### src/rtl/stopwatch_pkg.sv
// Shared FSM state encoding and BCD constants for the stopwatch controller.
package stopwatch_pkg;

  localparam int unsigned BCD_W = 4;

  localparam logic [1:0] ST_IDLE  = 2'd0;
  localparam logic [1:0] ST_RUN   = 2'd1;
  localparam logic [1:0] ST_PAUSE = 2'd2;
  localparam logic [1:0] ST_OVF   = 2'd3;

  typedef enum logic [1:0] {
    IDLE  = ST_IDLE,
    RUN   = ST_RUN,
    PAUSE = ST_PAUSE,
    OVF   = ST_OVF
  } state_e;

  localparam logic [BCD_W-1:0] BCD_MAX = 4'd9;

  // Next BCD value; anything at or above 9 folds back to 0.
  function automatic logic [BCD_W-1:0] bcd_inc(input logic [BCD_W-1:0] v);
    return (v >= BCD_MAX) ? 4'd0 : v + 4'd1;
  endfunction

endpackage

### src/rtl/bcd_digit.sv
// One decade of the stopwatch counter: advances when enabled with carry-in,
// flags done_c at 9 so the next decade can chain off it.
module bcd_digit
  import stopwatch_pkg::*;
(
  input  logic             clk,
  input  logic             reset_n,
  input  logic             clr,
  input  logic             en,
  input  logic             cin,
  output logic [BCD_W-1:0] value,
  output logic             done_c
);

  always_ff @(posedge clk or negedge reset_n) begin
    if (!reset_n) begin
      value <= '0;
    end else if (clr) begin
      value <= '0;
    end else if (en && cin) begin
      value <= bcd_inc(value);
    end else if (value > BCD_MAX) begin
      value <= '0;
    end
  end

  assign done_c = (value == BCD_MAX);

endmodule

### src/rtl/stopwatch_ctrl.sv
// Stopwatch controller: run/pause/overflow FSM, tick prescaler, cascaded BCD
// digits. Define STOPWATCH_LAP_HOLD_EN to add the lap display-hold input.
module stopwatch_ctrl
  import stopwatch_pkg::*;
#(
  parameter int unsigned TICK_DIV   = 100000,
  parameter int unsigned NUM_DIGITS = 4
) (
  input  logic                      clk,
  input  logic                      reset_n,
  input  logic                      start_stop,
  input  logic                      clear,
`ifdef STOPWATCH_LAP_HOLD_EN
  input  logic                      lap,
`endif
  output logic [4*NUM_DIGITS-1:0]   digits,
  output logic                      running,
  output logic                      overflow,
  output logic                      tick
);

  localparam int unsigned PRESC_W = $clog2(TICK_DIV);
  localparam int unsigned DIG_W   = 4 * NUM_DIGITS;
  localparam logic [PRESC_W-1:0] PRESC_MAX = PRESC_W'(TICK_DIV - 1);

  state_e             state_q;
  state_e             state_d;
  logic [PRESC_W-1:0] presc_q;
  logic [DIG_W-1:0]   live;
  logic [NUM_DIGITS-1:0] done_c;
  logic [NUM_DIGITS-1:0] cin_c;
  logic               all_nine_c;
  logic               cnt_en_c;
  logic               full_tick_c;

  // Tick decodes registered state only: last prescaler count while running.
  assign tick        = (state_q == RUN) && (presc_q == PRESC_MAX);
  assign all_nine_c  = &done_c;
  assign cnt_en_c    = tick && !all_nine_c;
  assign full_tick_c = tick && all_nine_c;

  // Next-state logic; clear overrides every other command.
  always_comb begin
    state_d = state_q;
    case (state_q)
      IDLE:    if (start_stop) state_d = RUN;
      RUN: begin
        if (full_tick_c)     state_d = OVF;
        else if (start_stop) state_d = PAUSE;
      end
      PAUSE:   if (start_stop) state_d = RUN;
      OVF:     state_d = OVF;
      default: state_d = IDLE;
    endcase
    if (clear) state_d = IDLE;
  end

  always_ff @(posedge clk or negedge reset_n) begin
    if (!reset_n) begin
      state_q  <= IDLE;
      running  <= 1'b0;
      overflow <= 1'b0;
    end else begin
      state_q  <= state_d;
      running  <= (state_d == RUN);
      if (clear)            overflow <= 1'b0;
      else if (full_tick_c) overflow <= 1'b1;
    end
  end

  // Prescaler advances only in RUN, so a pause keeps the partial period.
  always_ff @(posedge clk or negedge reset_n) begin
    if (!reset_n) begin
      presc_q <= '0;
    end else if (clear) begin
      presc_q <= '0;
    end else if (state_q == RUN) begin
      presc_q <= (presc_q == PRESC_MAX) ? '0 : presc_q + PRESC_W'(1);
    end
  end

  assign cin_c[0] = 1'b1;

  for (genvar k = 0; k < NUM_DIGITS; k++) begin : g_digit
    logic inc_en_c;
    assign inc_en_c = cnt_en_c && cin_c[k];

    bcd_digit u_digit (
      .clk     (clk),
      .reset_n (reset_n),
      .clr     (clear),
      .en      (cnt_en_c),
      .cin     (cin_c[k]),
      .value   (live[4*k +: 4]),
      .done_c  (done_c[k])
    );

    if (k < NUM_DIGITS - 1) begin : g_carry
      assign cin_c[k+1] = done_c[k] && inc_en_c;
    end
  end

`ifdef STOPWATCH_LAP_HOLD_EN
  logic             hold_q;
  logic [DIG_W-1:0] hold_val_q;

  // Lap toggles a frozen snapshot of the count; clear drops the hold.
  always_ff @(posedge clk or negedge reset_n) begin
    if (!reset_n) begin
      hold_q     <= 1'b0;
      hold_val_q <= '0;
    end else if (clear) begin
      hold_q     <= 1'b0;
      hold_val_q <= '0;
    end else if (lap) begin
      hold_q <= !hold_q;
      if (!hold_q) hold_val_q <= live;
    end
  end

  assign digits = hold_q ? hold_val_q : live;
`else
  assign digits = live;
`endif

endmodule

### config.mk
export PLATFORM = sky130hd
export DESIGN_NAME = stopwatch_ctrl
export DESIGN_NICKNAME = d
export VERILOG_FILES = /design/src/rtl/stopwatch_pkg.sv /design/src/rtl/bcd_digit.sv /design/src/rtl/stopwatch_ctrl.sv
export SDC_FILE = /design/constraint.sdc
export NUM_CORES = 1
export LEC_CHECK = 0
export ABC_AREA = 1
export CAP_MARGIN = 10
export CORE_UTILIZATION = 53
export CTS_BUF_LIST = sky130_fd_sc_hd__clkbuf_4 sky130_fd_sc_hd__clkbuf_8
export DETAILED_ROUTE_END_ITERATION = 6
export GPL_ROUTABILITY_DRIVEN = 0
export GPL_TIMING_DRIVEN = 0
export PLACE_DENSITY = 0.76
export SLEW_MARGIN = 20
export SYNTH_ARGS = -nofsm -noshare
export SYNTH_HDL_FRONTEND = slang
export SYNTH_SLANG_ARGS = --single-unit
export TNS_END_PERCENT = 10
### constraint.sdc
create_clock -name clk -period 1.45 [get_ports clk]
set_input_delay 0.2175 -clock clk [delete_from_list [all_inputs] [get_ports clk]]
set_output_delay 0.2175 -clock clk [all_outputs]
set_load 0.02 [all_outputs]
==> parameters.txt <==
Parameter                              Value

Setup path
  Data arrival at the endpoint of the critical path ... between 1.5 and 2 ns
  Critical Path Start Type ... flip-flop
  Peak fanout along the critical path ... 2
  Source of the critical timing path ... presc_q[0]
  R2R Path Start ... presc_q[0]
  Req. time, crit path ... around 1.2 ns
  CP endpoint kind ... output port
  Critical path type ... reg -> out

Layout
  Total number of nets in the final design ... 374
  Layout overhead on the synthesized area ... 27.7%
  Fraction of final layout cells with drive strength greater than 1 ... a little under a quarter
  Antenna diode count ... 0
  Post-Layout Inst Area ... 0.00299 sq mm

Floorplan
  Number of rows created at floorplan ... 23
  Total Die Area ... 0.00469 sq mm
  Initial cell density of the core ... 56.9%
  Floorplan die width ... a little under 70 um
  I/O pin total ... 23
  Vertical die dimension ... approximately 68 um
  Area of the core ... approximately 0.0041 sq mm

Power
  P_leak ... 1.53 nW
  Overall Power ... 2.03 mW
  Power density of the placed cells ... 681 mW/mm^2
  Worst vdd ir ... about 0.65 mV

Run status
  Outcome ... finished, violations left
  Violations in the final reports ... negative setup slack

STA
  Final Slew Violations ... 0
  Setup ws final ... -0.293 ns
  Number of hold violations in the final report ... 0
  Transition time at the pin with the least slew margin ... roughly 0.43 ns
  Minimum clock period after layout ... ~1.7 ns
  Achievable frequency ... ~570 MHz
  Crit share post-route ... 120%
  Worst hold slack ... around 0.23 ns
  RSZ-0062 raised after global routing ... yes
  Worst setup skew after layout ... ~0.0033 ns
  Worst slew margin relative to its limit ... roughly 71%
  Total of endpoints with negative setup slack in the final report ... 27

Synth
  Synth warn ... 0
  Post-synthesis instance area ... 0.00234 sq mm
  Mapped Nets ... 327
  Average size of a mapped cell ... approximately 7.6 sq um
  Most instantiated flip-flop cell in the synthesis netlist ... dfrtp_1
  Fraction of registers with async set or reset after synthesis ... 100%
  Cell type with the highest aggregate area in the netlist ... dfrtp_1
  Post-synth cell types ... 26
  EDFF count, synth ... 0
  Most common cell in the netlist ... nand2_1
  Number of synthesized register bits ... 37
  Synth area leaders ... dfrtp_1, nand2_1, inv_1
  Number of cells produced by synthesis ... 310
  Sequential cell area fraction in the yosys report ... around two fifths
  Post-synth top area share ... between 30% and 40%
  Leading post-synthesis cells by instance count ... nand2_1, inv_1, dfrtp_1

Drt
  Detailed Route WL ... between 5000 and 6000 um
  Per-cell routed wire length ... ~13 um
  Post-detailed-route via-to-cell ratio ... between 5 and 6
  Vias ... ~2200
  Iteration count of the initial detailed-routing pass ... 5
  Post-route ant nets ... 0
  DRC Markers ... 0
  First-iteration detailed-routing DRC count ... 130

GRT
  Number of global-route vias before repair ... ~2000
  GRT Total Usage ... approximately a quarter
  Initial antenna violation count ... 0
  Total grt overflow ... 0
  Pin count of the biggest net entering global routing ... 22
  First-pass GRT wire length ... roughly 9000 um

Placement
  Dpl cell area ... between 0.002 and 0.003 sq mm
  Post-DP HPWL ... around 3700 um
  Pre-CTS setup slack ... -0.598 ns
  Number of buffer cells added on primary ports ... 21

Clock network
  Count of clock tree sinks ... 37
  Level count of the clock H-tree ... 2
  Clk Latency, worst-skew pair ... a little under 0.3 ns
  Number of buffers created by CTS ... 5
  Clock root buffer ... clkbuf_8
  Clock tree from TritonCTS ... yes
  Buffer levels on the longest clock path ... 2
  Clock transition at the register clock pins on the worst setup and hold paths after CTS ... roughly 0.070 ns

Flow run
  Max-cap violations ... 0

Worst hold path
  Startpoint of the most critical hold path ... clear
  Type of the most critical hold path ... in -> reg
path summary, 6_finish.rpt:
kind                       depth (start not counted)  slack, ns                           to
hold reg to reg                                    2       0.52                     overflow
setup / recovery                                   8      -0.29                         tick
min in group asynchronous                          2       0.39                  presc_q[16]
setup reg to reg                                  10      -0.21  g_digit[1].u_digit.value[3]
max in group asynchronous                          3       0.60  g_digit[2].u_digit.value[0]
hold / removal                                     2       0.23                   state_q[1]
kinds of logic (layout without fill, tap and decap cells):
| logic type | count (synthesis) | in the layout | share of synthesized area (%) |
|---|---|---|---|
| and+or+nand+nor | 172 | 172 | 34.7 |
| DFF | 37 | 37 | 39.6 |
| xor gates and xnor gates | 11 | 11 | 4.12 |
| buffers and inverters | 50 | 98 | 8.39 |
| adders and majority gates | 13 | 13 | 6.95 |
| AOI/OAI and AO/OA | 27 | 27 | 6.25 |
routing by layer:
layer	up-vias	GRT usage [%]	wire, um	part of all wire [%]
met2	67	42.8	2670	49
met5	-	0	0	0
met1	1034	32.2	2420	44
met3	12	5.50	278	5.1
li1	1095	-	-	-
met4	0	11.2	110	2.0
area by class of cell:
type,instances,area [sq um]
multi-input cells,223,1350
fillers,324,1130
flip-flops and latches,37,931
repair buffers,40,355
inverters,48,188
clock buffers,6,76.3
well taps,50,62.6
plain buffers,2,16.3
clock inverters,2,10.0
cell usage in the layout (no fill, tap or decap), types with 5 or more instances in the layout:
cell type	synthesis	final
ha_1	13	10
nand2_1	71	60
nor2_1	32	26
nor3_1	7	6
buf_4	0	17
o21ai_1	6	7
inv_1	44	39
nand4_1	16	16
dlygate4sd2_1	0	16
a21oi_1	11	11
nor2_4	5	9
xor2_1	8	8
inv_2	4	7
dfrtp_1	37	33
clkbuf_8	0	5
nand2_2	4	12
nand3_1	32	30
sequential cells by signal, indices dropped and copies added, names as in the netlist:
signal	count
g_digit.u_digit.value	16
overflow	1
presc_q	17
running	1
state_q	2
repair_timing:
item                       4_1_cts  5_1_grt
buffers inserted                13        3
gates resized for setup         53       13
cloned                           1        0
setup endpoints to repair       55       39
pin swaps                        8        6
hold endpoints to repair        16        0
hold buffers                     1        0
report_power, final:
| part | internal, mW | total (mW) | leakage [nW] | switching (mW) |
|---|---|---|---|---|
| logic | 0.0928 | 0.230 | 0.978 | 0.137 |
| clock network | 0.352 | 0.724 | 0.0484 | 0.372 |
| registers | 1.06 | 1.08 | 0.506 | 0.0218 |
| total | 1.50 | 2.03 | 1.53 | 0.531 |
per-stage QoR:
step | TNS, ns | utilization [%] | cells
final | -3.65 | 72.6 | 408
after global routing | -7.18 | 72.6 | 408
after CTS | -2.63 | 71.0 | 405
after detailed placement | -9.00 | 64.7 | 382
after global placement | -36.02 | 64.1 | 381
after floorplan | -3.09 | - | 310
critical path, stage by stage (launching register included):
cell	delay (ns)
dfrtp_1	0.37
ha_2	0.20
nand2_2	0.07
nor2_2	0.10
nand2_2	0.08
nor2_4	0.13
nand2_4	0.09
inv_2	0.07
buf_6	0.11
Note: power is estimated with default switching activity, not from simulation.
